==> src/rtl/mul_div_sequencer_pkg.sv <==
// Shared types and constants for the RV32M multiply/divide sequencer.
// Holds the funct3 op encoding, the FSM state encoding and the iteration count.

package mul_div_sequencer_pkg;

    localparam int MULDIV_ITER = 32;
    localparam int CNT_W       = 5;

    typedef enum logic [2:0] {
        OP_MUL    = 3'd0,
        OP_MULH   = 3'd1,
        OP_MULHSU = 3'd2,
        OP_MULHU  = 3'd3,
        OP_DIV    = 3'd4,
        OP_DIVU   = 3'd5,
        OP_REM    = 3'd6,
        OP_REMU   = 3'd7
    } MulDivOps;

    typedef enum logic [1:0] {
        ST_IDLE = 2'd0,
        ST_MUL  = 2'd1,
        ST_DIV  = 2'd2,
        ST_DONE = 2'd3
    } MulDivStates;

    // Two's-complement negate when neg is set.
    function automatic logic [31:0] negate_if32(input logic [31:0] v, input logic neg);
        return neg ? (~v + 32'd1) : v;
    endfunction

    function automatic logic [63:0] negate_if64(input logic [63:0] v, input logic neg);
        return neg ? (~v + 64'd1) : v;
    endfunction

endpackage

==> src/rtl/mul_div_sequencer_operand_prep.sv <==
// Operand preparation for the RV32M sequencer: converts operands to magnitudes
// according to the op's signedness, derives the result signs to be latched,
// and flags the divide special cases (divide by zero, signed overflow).

module MulDivOperandPrep
    import mul_div_sequencer_pkg::*;
(
    input  logic [2:0]  op,
    input  logic [31:0] rs1,
    input  logic [31:0] rs2,
    output logic [31:0] a_mag,
    output logic [31:0] b_mag,
    output logic        res_neg,
    output logic        rem_neg,
    output logic        div_zero,
    output logic        div_ovf
);

    logic     a_signed;
    logic     b_signed;
    logic     a_neg;
    logic     b_neg;
    MulDivOps op_e;

    // Decode signedness, build magnitudes and detect divide corner cases.
    always_comb begin
        op_e     = MulDivOps'(op);
        a_signed = (op_e == OP_MULH) || (op_e == OP_MULHSU) ||
                   (op_e == OP_DIV)  || (op_e == OP_REM);
        b_signed = (op_e == OP_MULH) || (op_e == OP_DIV) || (op_e == OP_REM);
        a_neg    = a_signed & rs1[31];
        b_neg    = b_signed & rs2[31];
        a_mag    = negate_if32(rs1, a_neg);
        b_mag    = negate_if32(rs2, b_neg);
        res_neg  = a_neg ^ b_neg;
        rem_neg  = a_neg;
        div_zero = op[2] && (rs2 == 32'd0);
        div_ovf  = op[2] && !op[0] && (rs1 == 32'h8000_0000) && (rs2 == 32'hFFFF_FFFF);
    end

endmodule

==> src/rtl/mul_div_sequencer.sv <==
// RV32M multiply/divide sequencer: iterative shift-add multiplier and restoring
// divider, stalling the pipeline until a one-cycle result pulse on oValid.
// Build option: define MULDIV_FAST_MUL_EN to replace the iterative multiplier
// with a single-cycle 33x33 signed product (divides are unchanged).

module mul_div_sequencer
    import mul_div_sequencer_pkg::*;
(
    input  logic        iClk,
    input  logic        iRstN,
    input  logic        iStart,
    input  logic [2:0]  iOp,
    input  logic [31:0] iRs1Data,
    input  logic [31:0] iRs2Data,
    input  logic        iFlush,
    output logic        oStall,
    output logic        oBusy,
    output logic        oValid,
    output logic [31:0] oResult
);

    MulDivStates      state_q, state_d;
    logic [2:0]       op_q, op_d;
    logic [31:0]      a_q, a_d;
    logic [31:0]      b_q, b_d;
    logic             res_neg_q, res_neg_d;
    logic             rem_neg_q, rem_neg_d;
    logic [CNT_W-1:0] cnt_q, cnt_d;
    logic [31:0]      rem_q, rem_d;
    logic [31:0]      quo_q, quo_d;
    logic [31:0]      result_q, result_d;

    logic [31:0]      prep_a_mag;
    logic [31:0]      prep_b_mag;
    logic             prep_res_neg;
    logic             prep_rem_neg;
    logic             prep_div_zero;
    logic             prep_div_ovf;

    logic [31:0]      special_result;
    logic [32:0]      div_shifted;
    logic [32:0]      div_trial;
    logic             div_fits;
    logic [31:0]      rem_next;
    logic [31:0]      quo_next;
    logic [31:0]      div_out;

`ifdef MULDIV_FAST_MUL_EN
    logic             fast_a_sign;
    logic             fast_b_sign;
    logic signed [63:0] fast_a;
    logic signed [63:0] fast_b;
    logic [63:0]      fast_prod;
    logic [31:0]      fast_out;
`else
    logic [63:0]      acc_q, acc_d;
    logic [CNT_W-1:0] bit_idx;
    logic [63:0]      addend;
    logic [63:0]      acc_next;
    logic [63:0]      prod_signed;
    logic [31:0]      mul_out;
`endif

    MulDivOperandPrep u_prep (
        .op       (iOp),
        .rs1      (iRs1Data),
        .rs2      (iRs2Data),
        .a_mag    (prep_a_mag),
        .b_mag    (prep_b_mag),
        .res_neg  (prep_res_neg),
        .rem_neg  (prep_rem_neg),
        .div_zero (prep_div_zero),
        .div_ovf  (prep_div_ovf)
    );

    // Fixed results for divide-by-zero and signed overflow, chosen by quotient/remainder op.
    always_comb begin
        special_result = 32'd0;
        if (prep_div_zero) begin
            special_result = iOp[1] ? iRs1Data : 32'hFFFF_FFFF;
        end else if (prep_div_ovf) begin
            special_result = iOp[1] ? 32'd0 : 32'h8000_0000;
        end
    end

    // One restoring-divide step: bring in the next dividend bit MSB-first and trial-subtract.
    always_comb begin
        div_shifted = {rem_q, a_q[cnt_q]};
        div_trial   = div_shifted - {1'b0, b_q};
        div_fits    = ~div_trial[32];
        rem_next    = div_fits ? div_trial[31:0] : div_shifted[31:0];
        quo_next    = {quo_q[30:0], div_fits};
        case (MulDivOps'(op_q))
            OP_REM, OP_REMU: div_out = negate_if32(rem_next, rem_neg_q);
            default:         div_out = negate_if32(quo_next, res_neg_q);
        endcase
    end

`ifdef MULDIV_FAST_MUL_EN
    // Single-cycle signed product of sign/zero-extended operands.
    always_comb begin
        fast_a_sign = ((iOp == OP_MULH) || (iOp == OP_MULHSU)) & iRs1Data[31];
        fast_b_sign = (iOp == OP_MULH) & iRs2Data[31];
        fast_a      = {{32{fast_a_sign}}, iRs1Data};
        fast_b      = {{32{fast_b_sign}}, iRs2Data};
        fast_prod   = fast_a * fast_b;
        fast_out    = (iOp == OP_MUL) ? fast_prod[31:0] : fast_prod[63:32];
    end
`else
    // One shift-add step: add A shifted to the weight of the current multiplier bit.
    always_comb begin
        bit_idx     = CNT_W'(MULDIV_ITER - 1) - cnt_q;
        addend      = b_q[bit_idx] ? ({32'd0, a_q} << bit_idx) : 64'd0;
        acc_next    = acc_q + addend;
        prod_signed = negate_if64(acc_next, res_neg_q);
        mul_out     = (MulDivOps'(op_q) == OP_MUL) ? prod_signed[31:0] : prod_signed[63:32];
    end
`endif

    // Next-state and datapath update; a flush always returns to IDLE without a result.
    always_comb begin
        state_d   = state_q;
        op_d      = op_q;
        a_d       = a_q;
        b_d       = b_q;
        res_neg_d = res_neg_q;
        rem_neg_d = rem_neg_q;
        cnt_d     = cnt_q;
        rem_d     = rem_q;
        quo_d     = quo_q;
        result_d  = result_q;
`ifndef MULDIV_FAST_MUL_EN
        acc_d     = acc_q;
`endif

        case (state_q)
            ST_IDLE: begin
                if (iStart && !iFlush) begin
                    op_d      = iOp;
                    a_d       = prep_a_mag;
                    b_d       = prep_b_mag;
                    res_neg_d = prep_res_neg;
                    rem_neg_d = prep_rem_neg;
                    cnt_d     = CNT_W'(MULDIV_ITER - 1);
                    rem_d     = 32'd0;
                    quo_d     = 32'd0;
`ifndef MULDIV_FAST_MUL_EN
                    acc_d     = 64'd0;
`endif
                    if (!iOp[2]) begin
`ifdef MULDIV_FAST_MUL_EN
                        result_d = fast_out;
                        state_d  = ST_DONE;
`else
                        state_d  = ST_MUL;
`endif
                    end else if (prep_div_zero || prep_div_ovf) begin
                        result_d = special_result;
                        state_d  = ST_DONE;
                    end else begin
                        state_d  = ST_DIV;
                    end
                end
            end
`ifndef MULDIV_FAST_MUL_EN
            ST_MUL: begin
                acc_d = acc_next;
                if (cnt_q == '0) begin
                    result_d = mul_out;
                    state_d  = ST_DONE;
                end else begin
                    cnt_d = cnt_q - CNT_W'(1);
                end
            end
`endif
            ST_DIV: begin
                rem_d = rem_next;
                quo_d = quo_next;
                if (cnt_q == '0) begin
                    result_d = div_out;
                    state_d  = ST_DONE;
                end else begin
                    cnt_d = cnt_q - CNT_W'(1);
                end
            end
            ST_DONE: begin
                state_d = ST_IDLE;
            end
            default: begin
                state_d = ST_IDLE;
            end
        endcase

        if (iFlush) begin
            state_d  = ST_IDLE;
            result_d = result_q;
        end
    end

    // State and datapath registers, cleared asynchronously by reset.
    always_ff @(posedge iClk or negedge iRstN) begin
        if (!iRstN) begin
            state_q   <= ST_IDLE;
            op_q      <= 3'd0;
            a_q       <= 32'd0;
            b_q       <= 32'd0;
            res_neg_q <= 1'b0;
            rem_neg_q <= 1'b0;
            cnt_q     <= '0;
            rem_q     <= 32'd0;
            quo_q     <= 32'd0;
            result_q  <= 32'd0;
`ifndef MULDIV_FAST_MUL_EN
            acc_q     <= 64'd0;
`endif
        end else begin
            state_q   <= state_d;
            op_q      <= op_d;
            a_q       <= a_d;
            b_q       <= b_d;
            res_neg_q <= res_neg_d;
            rem_neg_q <= rem_neg_d;
            cnt_q     <= cnt_d;
            rem_q     <= rem_d;
            quo_q     <= quo_d;
            result_q  <= result_d;
`ifndef MULDIV_FAST_MUL_EN
            acc_q     <= acc_d;
`endif
        end
    end

    // Pipeline handshake outputs decoded from state and the live start/flush inputs.
    always_comb begin
        oStall  = ((state_q == ST_IDLE) && iStart && !iFlush) ||
                  (state_q == ST_MUL) || (state_q == ST_DIV);
        oBusy   = (state_q == ST_MUL) || (state_q == ST_DIV);
        oValid  = (state_q == ST_DONE) && !iFlush;
        oResult = result_q;
    end

endmodule

==> config.mk <==
export PLATFORM = sky130hd
export DESIGN_NAME = mul_div_sequencer
export DESIGN_NICKNAME = d
export VERILOG_FILES = /design/src/rtl/mul_div_sequencer_pkg.sv /design/src/rtl/mul_div_sequencer_operand_prep.sv /design/src/rtl/mul_div_sequencer.sv
export SDC_FILE = /design/constraint.sdc
export NUM_CORES = 1
export LEC_CHECK = 0
export ABC_AREA = 1
export ABC_CLOCK_PERIOD_IN_PS = 6400
export CAP_MARGIN = 20
export CORE_MARGIN = 2
export CORE_UTILIZATION = 60
export DETAILED_ROUTE_END_ITERATION = 7
export HOLD_SLACK_MARGIN = 0.12
export PLACE_DENSITY_LB_ADDON = 0.12
export SETUP_SLACK_MARGIN = 0.1
export SYNTH_ARGS = -nofsm -noshare
export SYNTH_HDL_FRONTEND = slang
export SYNTH_SLANG_ARGS = --single-unit
==> constraint.sdc <==
create_clock -name iClk -period 6.4 [get_ports iClk]
set_input_delay 1.6 -clock iClk [delete_from_list [all_inputs] [get_ports iClk]]
set_output_delay 1.6 -clock iClk [all_outputs]
set_load 0.01 [all_outputs]
==> summary.txt <==
Min path
  – Hold Path Cell Cnt: 2
  – HP Class: reg2reg
  – Hold endpoint: oResult[20]
  – Hold path startpoint: oResult[20]

STA
  – Max frequency: 0.164 GHz
  – Period utilization: between 90 and 100%
  – Setup ws final: 295 ps
  – Post-Route Skew: 26.7 ps
  – RSZ-0062 raised after global routing: false
  – Final worst path period need: ~6000 ps
  – Final hold viol count: 0
  – Slew HR: 27.0%
  – Final Max Slew Viols: 0
  – Final setup violation count: 0
  – Slew @ Worst Pin: 1090 ps
  – Setup tns final: 0 ps

Route
  – Routed vias/inst: 5.89
  – # DRC: 27
  – Initial drt markers: 4,636
  – Vias: ~33,000
  – WL/cell: 20.2 µm
  – Drt total wl: around 110,000 µm
  – Antenna Nets Post-Route: 0
  – DR pass1 iterations: 8

Worst setup path
  – R2R depth: 30
  – Critical path endpoint category: flip-flop
  – Crit Path Max Fanout: 25
  – Worst r2r src: cnt_q[0]
  – CP startpoint kind: flip-flop
  – Reg-to-reg endpoint: oResult[19]
  – WP data required: 6900 ps
  – Slowest stage cell, crit path: o21ai_0
  – R2R setup slack: around 300 ps
  – Critical path class: reg2reg
  – Delay of the slowest cell on the worst path: 540 ps
  – Arrival @ worst endpoint: about 6600 ps
  – Crit path top cell by count: nand2_1

Finish
  – Final Non-Filler Cells: 5,571
  – Fillers: between 4,000 and 5,000
  – Sequential cell area: 5880 µm²
  – Multi-input logic area: roughly 18,000 µm²
  – Synthesis-to-finish area growth: 9.98%
  – Layout Nets: about 5,000
  – Layout cells sized above 1: 5.05%
  – Antenna cells: 0
  – Post-layout util: about 67%

Die
  – Die ar.: about 48,000 µm²
  – Initial Utilization: around three fifths
  – Die X: 218 µm
  – Die height: 218 µm
  – IO Count: 106
  – Core Area: between 40,000 and 50,000 µm²
  – Core Rows: 78

Clock network
  – Root buffer cell: clkbuf_16
  – # clock sinks: roughly 240
  – Cts hold-fix bufs: 0
  – Clock tree buffer depth: 3
  – H-tree depth: 1
  – CTS tree: done
  – Worst-Skew Late Latency: 630 ps
  – CTS buffer count: 31
  – Clock-pin slew on the worst setup and hold paths: 60 ps

Synth
  – Seq/Total Area, Yosys: 21.4%
  – Post-synth EDFFs: 0
  – Synthesized net count: 5,097
  – Synth area leader: nand2_1
  – Post-synth top area share: 22.6%
  – Top post-synthesis cells by area: nand2_1 (23%), dfrtp_1 (21%), inv_1 (11%)
  – Mapped Cells: 4,915
  – Ys async rst share: 100%
  – Mapped Area: about 27,000 µm²
  – Syn Area/Cell: 5.59 µm²
  – Number of library cell types mapped by synthesis: 53
  – #FFs+latches synth: 235
  – Yosys warning total: 0
  – Ys flop type: dfrtp_1

Outcome
  – Failing checks: DRC
  – Outcome: finished with violations

GRT
  – Global-route wire length before repair: 171,000 µm
  – Vias in the first global route: 30,100
  – GRT Util Overall: 46.6%
  – Grt total ovfl: 0
  – Antenna violations before repair: 0
  – Largest net degree at the start of global routing: roughly 130

Place
  – Worst slack at placement: 154 ps
  – GPL Wtd Cong: 1.10
  – IO buf count: 105
  – Hpwl dp: 89,000 µm
  – Placed insts: ~5,500

Job
  – Max-cap violations: 0

Power
  – Static Leakage: 16.7 nW
  – Pwr dens: ~470 nW/µm²
  – Maximum VDD drop: 366 µV
  – Total Power: about 14 mW
-- synthesized netlist by cell type (12+ instances only) --
cell type / count
nand2_1: 1659
inv_1: 799
nor2_1: 454
nand3_1: 387
o21ai_0: 316
dfrtp_1: 235
a21oi_1: 198
o22ai_1: 129
clkbuf_1: 119
ha_1: 109
nor3_1: 72
nand2_2: 56
nand4_1: 55
xor2_1: 50
nand3b_1: 24
xnor2_1: 21
a31oi_1: 20
nor2_2: 20
nor4_1: 20
o21ai_1: 19
o211ai_1: 15
buf_2: 14
buf_1: 12
inv_2: 12
-- cell type report --
cell class	count	share of cell area, %
multi-input cells	3708	59.4
flip-flops and latches	235	19.5
inverters	819	10.2
repair buffers	151	4.80
clock buffers	39	2.86
well taps	600	2.48
clock inverters	19	0.844
-- state kept, by name, indices dropped and copies added (netlist names) --
signal	flops
a_q	32
acc_q	64
b_q	32
cnt_q	5
oResult	32
op_q	3
quo_q	31
rem_neg_q	1
rem_q	32
res_neg_q	1
state_q	2
-- kinds of logic after synthesis --
logic type	share of synthesized area (%)
AOI/OAI and AO/OA	14.9
xor gates and xnor gates	2.26
adders and majority gates	5.11
buffers and inverters	13.6
DFF	21.4
muxes	0.218
and+or+nand+nor	42.6
-- report_power, final --
part           internal, mW  leakage [nW]  switching (mW)
Sequential             1.87          3.12           0.380
Clock                  1.16         0.540           0.795
Combinational          2.84          13.0            7.29
-- cell usage in the layout (no fill, tap or decap), types with 9 or more instances in the layout --
cell             synthesis  final
o22ai_1                129    129
dfrtp_1                235    233
o21ai_0                316    316
inv_1                  799    798
inv_2                   12     12
o21bai_1                 9      9
nor2_1                 454    453
clkdlybuf4s50_1          0    104
o211ai_1                15     15
nand2_1               1659   1657
ha_1                   109    109
nor3_1                  72     67
a31oi_1                 20     20
nand3b_1                24     24
xor2_1                  50     50
nor4_1                  20     20
a21oi_1                198    196
nand3_1                387    387
nor2_2                  20     21
o21ai_1                 19     18
nand2_2                 56     57
xnor2_1                 21     21
buf_4                    0     41
nand4_1                 55     55
clkbuf_16                0     32
-- through the flow --
step           hold slack (ps)  instance area (µm²)
2_1_floorplan              443                27500
3_3_place_gp               462                29000
3_5_place_dp               465                29000
4_1_cts                    481                30100
5_1_grt                    503                30200
6_report                   481                30200
-- critical path: cells and delay by family, from the launching register on --
| family | cells | cell delay [ps] |
|---|---|---|
| flip-flops | 1 | 460 |
| AO/OA/AOI/OAI | 5 | 1560 |
| buffers and inverters | 3 | 480 |
| AND/OR/NAND/NOR | 21 | 3100 |
| adder cells (fa/ha/maj) | 1 | 400 |
-- how the worst max path moves through the flow --
stage | from | end | slack [ps] | depth (start not counted)
4_1_cts | cnt_q[0] | oResult[19] | 100 | 30
2_1_floorplan | cnt_q[0] | oResult[28] | 1470 | 43
3_3_place_gp | cnt_q[0] | oResult[19] | 200 | 30
6_report | cnt_q[0] | oResult[19] | 300 | 30
5_1_grt | cnt_q[0] | oResult[10] | 70 | 31
3_5_place_dp | cnt_q[0] | oResult[19] | 150 | 30
-- routing by layer --
| metal | vias to the layer above | track usage [%] | share of wire, % |
|---|---|---|---|
| met5 | - | 0 | 0 |
| met4 | 0 | 39.7 | 10 |
| met3 | 516 | 8.68 | 9.4 |
| met2 | 1902 | 72.5 | 43 |
| met1 | 14700 | 55.7 | 37 |
| li1 | 15700 | - | - |
-- repair_timing --
action                                  CTS  global route
resized for setup                         0            16
endpoints found under the setup margin    0            31
buffers inserted                          0             1
hold endpoints to repair                  0             0
(Power assumes the default switching activity.)
